<file path="src/rtl/fp_special_pkg.sv">
// Shared encodings for the floating-point special-case pipeline.
package fp_special_pkg;

  // Operation select, shared by all lanes of a beat
  typedef enum logic [1:0] {
    MODE_MUL = 2'b00,
    MODE_DIV = 2'b01,
    MODE_ADD = 2'b10,
    MODE_SUB = 2'b11
  } mode_e;

  localparam int unsigned MODE_W = 2;

  // Per-lane status vector: [nan, inf, zero, invalid, div_zero]
  localparam int unsigned STATUS_W    = 5;
  localparam int unsigned ST_NAN      = 4;
  localparam int unsigned ST_INF      = 3;
  localparam int unsigned ST_ZERO     = 2;
  localparam int unsigned ST_INVALID  = 1;
  localparam int unsigned ST_DIV_ZERO = 0;

  // One-hot operand class vector
  localparam int unsigned CLS_W      = 6;
  localparam int unsigned CLS_QNAN   = 5;
  localparam int unsigned CLS_SNAN   = 4;
  localparam int unsigned CLS_INF    = 3;
  localparam int unsigned CLS_DENORM = 2;
  localparam int unsigned CLS_NORM   = 1;
  localparam int unsigned CLS_ZERO   = 0;

endpackage

</file>
<file path="src/rtl/fp_classify.sv">
// Combinational one-hot classifier for the exponent/mantissa of one operand.
module fp_classify
  import fp_special_pkg::*;
#(
  parameter int unsigned EXP_WIDTH  = 8,
  parameter int unsigned MANT_WIDTH = 23
) (
  input  logic [EXP_WIDTH+MANT_WIDTH-1:0] mag,
  output logic [CLS_W-1:0]                cls_c
);

  logic [EXP_WIDTH-1:0]  exp_f;
  logic [MANT_WIDTH-1:0] mant_f;
  logic                  exp_ones;
  logic                  exp_zero;
  logic                  mant_zero;
  logic                  mant_msb;

  assign exp_f     = mag[EXP_WIDTH+MANT_WIDTH-1 -: EXP_WIDTH];
  assign mant_f    = mag[MANT_WIDTH-1:0];
  assign exp_ones  = &exp_f;
  assign exp_zero  = ~|exp_f;
  assign mant_zero = ~|mant_f;
  assign mant_msb  = mant_f[MANT_WIDTH-1];

  // Exactly one class bit is set for any bit pattern
  always_comb begin
    cls_c             = '0;
    cls_c[CLS_QNAN]   = exp_ones & mant_msb;
    cls_c[CLS_SNAN]   = exp_ones & ~mant_msb & ~mant_zero;
    cls_c[CLS_INF]    = exp_ones & mant_zero;
    cls_c[CLS_DENORM] = exp_zero & ~mant_zero;
    cls_c[CLS_NORM]   = ~exp_ones & ~exp_zero;
    cls_c[CLS_ZERO]   = exp_zero & mant_zero;
  end

endmodule

</file>
<file path="src/rtl/fp_special_pipe.sv">
// Two-stage, multi-lane IEEE special-case resolver with valid/ready flow
// control and sticky invalid / divide-by-zero flags.
module fp_special_pipe
  import fp_special_pkg::*;
#(
  parameter int unsigned EXP_WIDTH  = 8,
  parameter int unsigned MANT_WIDTH = 23,
  parameter int unsigned LANES      = 4
) (
  input  logic                                          clk,
  input  logic                                          rst_n,
  input  logic                                          in_valid,
  output logic                                          in_ready,
  input  logic [MODE_W-1:0]                             in_mode,
  input  logic [LANES*(EXP_WIDTH+MANT_WIDTH+1)-1:0]     in_op1,
  input  logic [LANES*(EXP_WIDTH+MANT_WIDTH+1)-1:0]     in_op2,
  output logic                                          out_valid,
  input  logic                                          out_ready,
  output logic [LANES-1:0]                              out_special,
  output logic [LANES*(EXP_WIDTH+MANT_WIDTH+1)-1:0]     out_result,
  output logic [LANES*STATUS_W-1:0]                     out_status,
  input  logic                                          flags_clr,
  output logic                                          sticky_invalid,
  output logic                                          sticky_div_zero
);

  localparam int unsigned W = EXP_WIDTH + MANT_WIDTH + 1;
  localparam logic [EXP_WIDTH-1:0]  EXP_ONES  = '1;
  localparam logic [EXP_WIDTH-1:0]  EXP_ZERO  = '0;
  localparam logic [MANT_WIDTH-1:0] MANT_ZERO = '0;
  localparam logic [MANT_WIDTH-1:0] QNAN_MANT = {1'b1, {(MANT_WIDTH-1){1'b0}}};

  logic [LANES-1:0][CLS_W-1:0] cls1_c, cls2_c;
  logic [LANES-1:0]            sign1_c, sign2_c;

  logic                        s1_valid;
  mode_e                       s1_mode;
  logic [LANES-1:0][CLS_W-1:0] s1_cls1, s1_cls2;
  logic [LANES-1:0]            s1_sign1, s1_sign2;

  logic                           s2_move_c;
  logic [LANES-1:0][STATUS_W:0]   dec_c;
  logic [LANES-1:0]               d_special_c;
  logic [LANES-1:0][W-1:0]        d_result_c;
  logic [LANES-1:0][STATUS_W-1:0] d_status_c;
  logic                           set_inv_c;
  logic                           set_dz_c;

  // Two classifiers per lane, one per operand
  for (genvar i = 0; i < LANES; i++) begin : g_lane
    fp_classify #(
      .EXP_WIDTH (EXP_WIDTH),
      .MANT_WIDTH(MANT_WIDTH)
    ) u_cls1 (
      .mag  (in_op1[i*W +: W-1]),
      .cls_c(cls1_c[i])
    );
    fp_classify #(
      .EXP_WIDTH (EXP_WIDTH),
      .MANT_WIDTH(MANT_WIDTH)
    ) u_cls2 (
      .mag  (in_op2[i*W +: W-1]),
      .cls_c(cls2_c[i])
    );
    assign sign1_c[i] = in_op1[i*W + W-1];
    assign sign2_c[i] = in_op2[i*W + W-1];
  end

  // Stage 2 advances when empty or drained; stage 1 accepts when it can hand off
  assign s2_move_c = ~out_valid | out_ready;
  assign in_ready  = ~s1_valid | s2_move_c;

  // Special-case rules for one lane; returns {result sign, status}
  function automatic logic [STATUS_W:0] lane_decide(
    input mode_e            mode,
    input logic [CLS_W-1:0] c1,
    input logic [CLS_W-1:0] c2,
    input logic             sa,
    input logic             sb
  );
    logic                nan1, nan2, inf1, inf2, zero1, zero2, fin1, fin2;
    logic                eb;
    logic                sign;
    logic [STATUS_W-1:0] st;
    st    = '0;
    sign  = sa ^ sb;
    nan1  = c1[CLS_QNAN] | c1[CLS_SNAN];
    nan2  = c2[CLS_QNAN] | c2[CLS_SNAN];
    inf1  = c1[CLS_INF];
    inf2  = c2[CLS_INF];
    zero1 = c1[CLS_ZERO];
    zero2 = c2[CLS_ZERO];
    fin1  = c1[CLS_NORM] | c1[CLS_DENORM];
    fin2  = c2[CLS_NORM] | c2[CLS_DENORM];
    eb    = sb ^ (mode == MODE_SUB);
    if (nan1 | nan2) begin
      st[ST_NAN]     = 1'b1;
      st[ST_INVALID] = c1[CLS_SNAN] | c2[CLS_SNAN];
    end else begin
      case (mode)
        MODE_MUL: begin
          if ((inf1 & zero2) | (zero1 & inf2)) begin
            st[ST_NAN]     = 1'b1;
            st[ST_INVALID] = 1'b1;
          end else if (inf1 | inf2) begin
            st[ST_INF] = 1'b1;
          end else if (zero1 | zero2) begin
            st[ST_ZERO] = 1'b1;
          end
        end
        MODE_DIV: begin
          if ((zero1 & zero2) | (inf1 & inf2)) begin
            st[ST_NAN]     = 1'b1;
            st[ST_INVALID] = 1'b1;
          end else if (fin1 & zero2) begin
            st[ST_INF]      = 1'b1;
            st[ST_DIV_ZERO] = 1'b1;
          end else if (inf1 & (fin2 | zero2)) begin
            st[ST_INF] = 1'b1;
          end else if ((zero1 & (fin2 | inf2)) | (fin1 & inf2)) begin
            st[ST_ZERO] = 1'b1;
          end
        end
        default: begin
          if (inf1 & inf2 & (sa != eb)) begin
            st[ST_NAN]     = 1'b1;
            st[ST_INVALID] = 1'b1;
          end else if (inf1) begin
            st[ST_INF] = 1'b1;
            sign       = sa;
          end else if (inf2) begin
            st[ST_INF] = 1'b1;
            sign       = eb;
          end else if (zero1 & zero2) begin
            st[ST_ZERO] = 1'b1;
            sign        = sa & eb;
          end
        end
      endcase
    end
    return {sign, st};
  endfunction

  // Stage-2 decisions built from stage-1 classes
  always_comb begin
    dec_c       = '0;
    d_special_c = '0;
    d_result_c  = '0;
    d_status_c  = '0;
    for (int unsigned i = 0; i < LANES; i++) begin
      dec_c[i]       = lane_decide(s1_mode, s1_cls1[i], s1_cls2[i], s1_sign1[i], s1_sign2[i]);
      d_status_c[i]  = dec_c[i][STATUS_W-1:0];
      d_special_c[i] = dec_c[i][ST_NAN] | dec_c[i][ST_INF] | dec_c[i][ST_ZERO];
      if (dec_c[i][ST_NAN]) begin
        d_result_c[i] = {1'b0, EXP_ONES, QNAN_MANT};
      end else if (dec_c[i][ST_INF]) begin
        d_result_c[i] = {dec_c[i][STATUS_W], EXP_ONES, MANT_ZERO};
      end else if (dec_c[i][ST_ZERO]) begin
        d_result_c[i] = {dec_c[i][STATUS_W], EXP_ZERO, MANT_ZERO};
      end
    end
  end

  // Exception events of the beat leaving on this cycle
  always_comb begin
    set_inv_c = 1'b0;
    set_dz_c  = 1'b0;
    for (int unsigned i = 0; i < LANES; i++) begin
      set_inv_c = set_inv_c | out_status[i*STATUS_W + ST_INVALID];
      set_dz_c  = set_dz_c  | out_status[i*STATUS_W + ST_DIV_ZERO];
    end
    set_inv_c = set_inv_c & out_valid & out_ready;
    set_dz_c  = set_dz_c  & out_valid & out_ready;
  end

  // Stage 1: register operand classes, signs and mode
  always_ff @(posedge clk or negedge rst_n) begin
    if (!rst_n) begin
      s1_valid <= 1'b0;
      s1_mode  <= MODE_MUL;
      s1_cls1  <= '0;
      s1_cls2  <= '0;
      s1_sign1 <= '0;
      s1_sign2 <= '0;
    end else if (in_ready) begin
      s1_valid <= in_valid;
      if (in_valid) begin
        s1_mode  <= mode_e'(in_mode);
        s1_cls1  <= cls1_c;
        s1_cls2  <= cls2_c;
        s1_sign1 <= sign1_c;
        s1_sign2 <= sign2_c;
      end
    end
  end

  // Stage 2: register decisions; held while downstream stalls
  always_ff @(posedge clk or negedge rst_n) begin
    if (!rst_n) begin
      out_valid   <= 1'b0;
      out_special <= '0;
      out_result  <= '0;
      out_status  <= '0;
    end else if (s2_move_c) begin
      out_valid   <= s1_valid;
      out_special <= d_special_c;
      out_result  <= d_result_c;
      out_status  <= d_status_c;
    end
  end

  // Sticky flags: a set event in the same cycle as a clear keeps the flag high
  always_ff @(posedge clk or negedge rst_n) begin
    if (!rst_n) begin
      sticky_invalid  <= 1'b0;
      sticky_div_zero <= 1'b0;
    end else begin
      sticky_invalid  <= (sticky_invalid  & ~flags_clr) | set_inv_c;
      sticky_div_zero <= (sticky_div_zero & ~flags_clr) | set_dz_c;
    end
  end

endmodule

</file>
<file path="config.mk">
export PLATFORM = sky130hd
export DESIGN_NAME = fp_special_pipe
export DESIGN_NICKNAME = d
export VERILOG_FILES = /design/src/rtl/fp_special_pkg.sv /design/src/rtl/fp_classify.sv /design/src/rtl/fp_special_pipe.sv
export SDC_FILE = /design/constraint.sdc
export NUM_CORES = 1
export LEC_CHECK = 0
export BUFFER_PORTS_ARGS = -buffer_cell sky130_fd_sc_hd__buf_2
export CORE_AREA = 2 2 162 164
export DETAILED_ROUTE_END_ITERATION = 10
export DIE_AREA = 0 0 164 166
export SETUP_SLACK_MARGIN = 0.4
export SLEW_MARGIN = 20
export SYNTH_ARGS = -nofsm -noshare
export SYNTH_HDL_FRONTEND = slang
export SYNTH_SLANG_ARGS = --single-unit
</file>
<file path="constraint.sdc">
create_clock -name clk -period 3.75 [get_ports clk]
set_input_delay 0.375 -clock clk [delete_from_list [all_inputs] [get_ports clk]]
set_output_delay 0.375 -clock clk [all_outputs]
set_load 0.05 [all_outputs]
</file>
After elaboration in Yosys (flattened, before gate mapping)
Cells that the tools add are included.

storage, ports and cells
  register bits after elaboration = 214
  input port bits = 263
  output and inout bits = 156
  logic and storage cells = 410

operators by class
  equal/unequal tests = 6
  multiplexer cells = 144
  bitwise logic cells = 199
  reductions and logical operators = 43

operator list
  operator                                        number
  two-way mux 32 bit                              12
  OR reduction 23 bit                             8
  two-way mux 1 bit                               112
  AND 1 bit                                       102
  bitwise OR 1 bit                                70
  AND reduction 8 bit                             8
  OR reduction 8 bit                              8
  two-way mux 2 bit                               16
  case mux 4 bit (2 select lines)                 4
  NOT 1 bit                                       19
  zero test 1 bit                                 16
  bitwise XOR 1 bit                               8
  inequality test 1 bit                           4
  == test 2 x 1 -> 1 bit (second input constant)  1
  == test 2 bit (second input constant)           1
  zero test 2 bit                                 1
  AND reduction 2 bit                             1
  OR reduction 2 bit                              1

Depth between registers and ports, before layout
  word-level depth = 13
  mapped depth = 11
  depth with buffers taken out = 8

Modules after synthesis
From an unflattened synthesis, not the netlist that was laid out.

unflattened totals
  cells, all modules = 696
  area total of the unflattened synthesis = 6711.4 µm²

by module, submodules not included
  module           times used  cells an instance  area each (µm²)
  fp_special_pipe  1           528                5470.2
  fp_classify      8           21                 155.1

Worst setup path before layout
OpenSTA, ideal clock, no wires.

  path kind = register to register
  start point = reg s1_mode[1]
  end point = reg out_special[3]
  library setup time = 0.121 ns
  arrival time = 2.528 ns
  slack = 1.101 ns
  stages on the path, launching flop included = 12
  buffers on the path = 3
  period minus slack after synthesis = 2.649 ns
  cell sequence = dfrtp_1 > buf_6 > buf_2 > buf_2 > nand2_1 > xnor2_1 > ha_1 > mux2_4 > a22o_1 > a2111oi_4 > nand2_1 > o22a_1

between the ends
  longest elaborated chain between the ends = 9
  elaborated cells between the ends (all ways) = 13
  those cells by class = eq/ne: 3; mux: 5; bitwise: 4; reduce/logical: 1

ends and longest elaborated chain
  item                                                           RTL line                text
  from (decl)                                                    fp_special_pipe.sv:37   mode_e s1_mode;
  from (signal assigned)                                         fp_special_pipe.sv:188  s1_mode <= mode_e'(in_mode);
  == test 2 bit                                                  fp_special_pipe.sv:95   eb = sb ^ (mode == MODE_SUB);
  bitwise XOR 1 bit                                              fp_special_pipe.sv:95
  inequality test 1 bit                                          fp_special_pipe.sv:125  if (inf1 & inf2 & (sa != eb)) begin
  AND 1 bit                                                      fp_special_pipe.sv:125
  two-way mux 1 bit / two-way mux 2 bit (equally long branches)  fp_special_pipe.sv:125
  case mux 4 bit (2 select lines) (*)                            fp_special_pipe.sv:100  case (mode)
  two-way mux 1 bit / two-way mux 2 bit (equally long branches)  fp_special_pipe.sv:96   if (nan1 | nan2) begin
  bitwise OR 1 bit                                               fp_special_pipe.sv:153  d_special_c[i] = dec_c[i][ST_NAN] | dec_c[i][ST_INF] | dec_c[i][ST_ZERO];
  bitwise OR 1 bit (*)                                           fp_special_pipe.sv:153
  to (signal assigned)                                           fp_special_pipe.sv:206  out_special <= d_special_c;
  to (decl)                                                      fp_special_pipe.sv:19   output logic [LANES-1:0] out_special,

Mark *: on every way between the ends. The rest lies on a longest branch, timed or not.
A chain may end at the register's enable or synchronous reset.

Final worst setup path
Ends and elaborated chain as after synthesis.

==> run_results.csv <==
group,metric,value,unit
outcome,outcome,"finished, final reports clean",
clocking,postCtsResizedCells,0,
finish,fin_nets,1278,
clocking,hold_buffers,0,
sta,tightestPinTransition,0.861,ns
power_and_ir_drop,total_power,2.95,mW
setup_path,arrival,2.96,ns
setup_path,critPathMostFrequentCell,"nand2_1",
clocking,cts_root_buf,"clkbuf_16",
place,dp_hpwl,16100,um
synthesis,ys.flop_type,"dfrtp_1",
drt,wl_per_cell,14.6,um
setup_path,cp_data_required_time,3.98,ns
global_route,grt_use_total,14.0,%
drt,drt-initial-drc-count,264,
clocking,cts_tree,"built",
synthesis,synthCells,727,
setup_path,crit_type,"flop to flop",
drt,vias,6206,
finish,diodes,0,
sta,timing.final.ws_setup,1.03,ns
power_and_ir_drop,p_leak,3.93,nW
clocking,htree_levels,3,
clocking,cts_setup_buffers,0,
drt,postRouteAntennaNets,0,
power_and_ir_drop,power.density,370,nW/um^2
place,portBuffers,330,
setup_path,crit_slowest_cell,"a2111oi_4",
synthesis,synth_top_area_share,37.5,%
sta,relSlewSlack,42.0,%
sta,hold_viol_final,0,
clocking,cts_sinks,94,
synthesis,synth_cell_types,63,
sta,setup_viol,0,
drt,drt_pass1_iterations,5,
drt,drc_errors,0,
setup_path,crit_chain,"buf_4 -> nand2_1 -> xnor2_1 -> ha_1 -> mux2_4 -> a22o_1 -> a2111oi_4 -> nand2_1 -> o22a_1",
setup_path,reg2reg_depth,9,
setup_path,cp_max_fo,26,
die,start_util,24.5,%
die,fp.dieW,164,um
die,num_io_pins,419,
sta,slew_violations,0,
sta,whs,0.131,ns
die,core,25600,sq um
finish,area_growth,27.1,%
synthesis,yosys_warnings,0,
clocking,numCtsBuffers,9,
finish,fillers,2721,
sta,finalCritPeriodShare,72.6,%
synthesis,netlist_top_cells_area,"dfrtp_1 (37%), buf_4 (14%), nor4_1 (6.2%), nand2_1 (5.7%), o21ai_0 (2.9%)",
place,routabilityCongestion,0.837,
synthesis,synth_top_cell_by_area,"dfrtp_1",
global_route,grt_pass1_vias,5670,
clocking,clk_latency,0.34,ns
sta,rsz0062_at_grt,"no",
die,fp-row-count,59,
setup_path,cpPeakStageDelay,0.46,ns
global_route,grt_pass1_wl,30100,um
sta,fmax,0.367,GHz
synthesis,async_reset_ff_share,100,%
global_route,gr-total-overflow,0,
clocking,path_clk_slew,0.06,ns
synthesis,synth_edf_count,0,
finish,drive_above_1_share,36.4,%
setup_path,crit_path_end_kind,"flop",
run,drv_cap,0,
clocking,clockBufferDepth,2,
drt,routed_wl,19700,um
sta,fin_setup_tns,0,ns
synthesis,syn_area_per_cell,8.63,sq um
die,die_y,166,um
synthesis,syn-cell-area,6280,sq um
synthesis,seq_area_frac_synth,37.5,%
sta,period_needed,2.72,ns
synthesis,ys_seq_elements,94,
hold_path,hold_path_class,"input pin to asynchronous set/reset pin",
drt,via_per_inst,4.59,
global_route,grt_max_degree,66,
power_and_ir_drop,max-vdd-ir-drop,0.204,mV
die,dieArea,27200,sq um
setup_path,start_kind,"flop",
global_route,antenna_found_initial,1,
place,preCtsSetupSlack,1.08,ns
sta,finalClockSkew,0.00493,ns
-- placed cells by master, fill, tap and decap left out, drive strengths merged, types with 3 or more instances in the layout --
| cell | netlist | final |
|---|---|---|
| a2111oi | 3 | 3 |
| a211oi | 6 | 6 |
| a21oi | 11 | 11 |
| a22o | 19 | 19 |
| a32o | 9 | 9 |
| a32oi | 3 | 3 |
| buf | 136 | 339 |
| clkbuf | 17 | 13 |
| conb | 1 | 88 |
| dfrtp | 94 | 94 |
| ha | 4 | 4 |
| inv | 23 | 23 |
| mux2 | 10 | 10 |
| nand2 | 95 | 95 |
| nand2b | 8 | 8 |
| nand3 | 18 | 18 |
| nand4 | 27 | 27 |
| nor2 | 43 | 43 |
| nor2b | 4 | 4 |
| nor3 | 19 | 19 |
| nor4 | 62 | 62 |
| o21a | 15 | 15 |
| o21ai | 38 | 38 |
| o22a | 3 | 3 |
| o31a | 3 | 3 |
| o31ai | 10 | 10 |
| xnor2 | 5 | 5 |
| xor2 | 5 | 5 |
-- metal layers --
| layer | part of all wire (%) | routed length, um | track usage, % | vias up |
|---|---|---|---|---|
| met1 | 45 | 8920 | 19.2 | 2901 |
| met4 | 1.0 | 204 | 3.01 | 2 |
| met3 | 5.9 | 1160 | 2.02 | 23 |
| met5 | 0.066 | 13 | 0 | - |
| li1 | - | - | - | 3015 |
| met2 | 48 | 9430 | 23.4 | 265 |
-- power breakdown --
part,total [mW],leakage (nW),internal [mW],switching [mW]
Combinational,0.992,2.58,0.265,0.727
Clock,0.846,0.126,0.467,0.379
Sequential,1.11,1.22,1.06,0.0520
-- worst paths after layout --
| path | from | end | slack, ns |
|---|---|---|---|
| setup / recovery | s1_mode[1] | out_special[3] | 1.03 |
| hold / removal | rst_n | out_status[0] | 0.13 |
| setup reg to reg | s1_mode[1] | out_special[3] | 1.03 |
| hold reg to reg | out_status[18] | out_status[18] | 0.48 |
| min in group clk | in_op1[95] | s1_sign1[2] | 0.23 |
| max in group asynchronous | rst_n | s1_cls2[0] | 2.87 |
-- cells in the mapped netlist (11+ instances only) --
library cell	count
a21oi_1	11
a22o_1	19
buf_4	120
clkbuf_1	17
dfrtp_1	94
inv_1	22
nand2_1	95
nand3_1	17
nand4_1	27
nor2_1	43
nor3_1	19
nor4_1	62
o21a_1	15
o21ai_0	37
-- registers in the layout, summed over array words and instances (netlist names), 2 cells and up --
register     flops
out_result       9
out_special      4
out_status      19
s1_cls1         24
s1_cls2         24
s1_mode          2
s1_sign1         4
s1_sign2         4
-- worst max-delay path, delay by kind of cell, from the launching register on --
| kind | cells | cell delay [ns] |
|---|---|---|
| simple gates | 2 | 0.39 |
| compound gates | 3 | 0.88 |
| mux | 1 | 0.26 |
| fa+ha+maj | 1 | 0.29 |
| flops | 1 | 0.32 |
| xor+xnor | 1 | 0.19 |
| buf+inv | 1 | 0.28 |
-- cell families after synthesis --
logic type      share of synthesized area (%)
buf+inv                                  18.1
mux                                      2.23
compound gates                           17.6
flops                                    37.5
xor+xnor                                 1.40
fa+ha+maj                               0.797
simple gates                             22.3
other cells                            0.0597
-- stage by stage --
step                area (sq um)  util (%)  std cells
detailed placement          7710      30.1       1335
floorplan                   6600         -        814
finish                      7980      31.1       1351
global placement            7710      30.1       1335
CTS                         7980      31.1       1351
global route                7980      31.1       1351
-- final cells by class --
type                    count  area (sq um)  area share, %
multi-input cells         544          3130           39.2
clock buffers              13           250           3.14
repair buffers            339          1720           21.6
clock inverters             3          20.0          0.251
inverters                  23          86.3           1.08
flip-flops and latches     94          2350           29.5
well taps                 335           419           5.25
No activity file was read; power rests on OpenSTA's default activity.
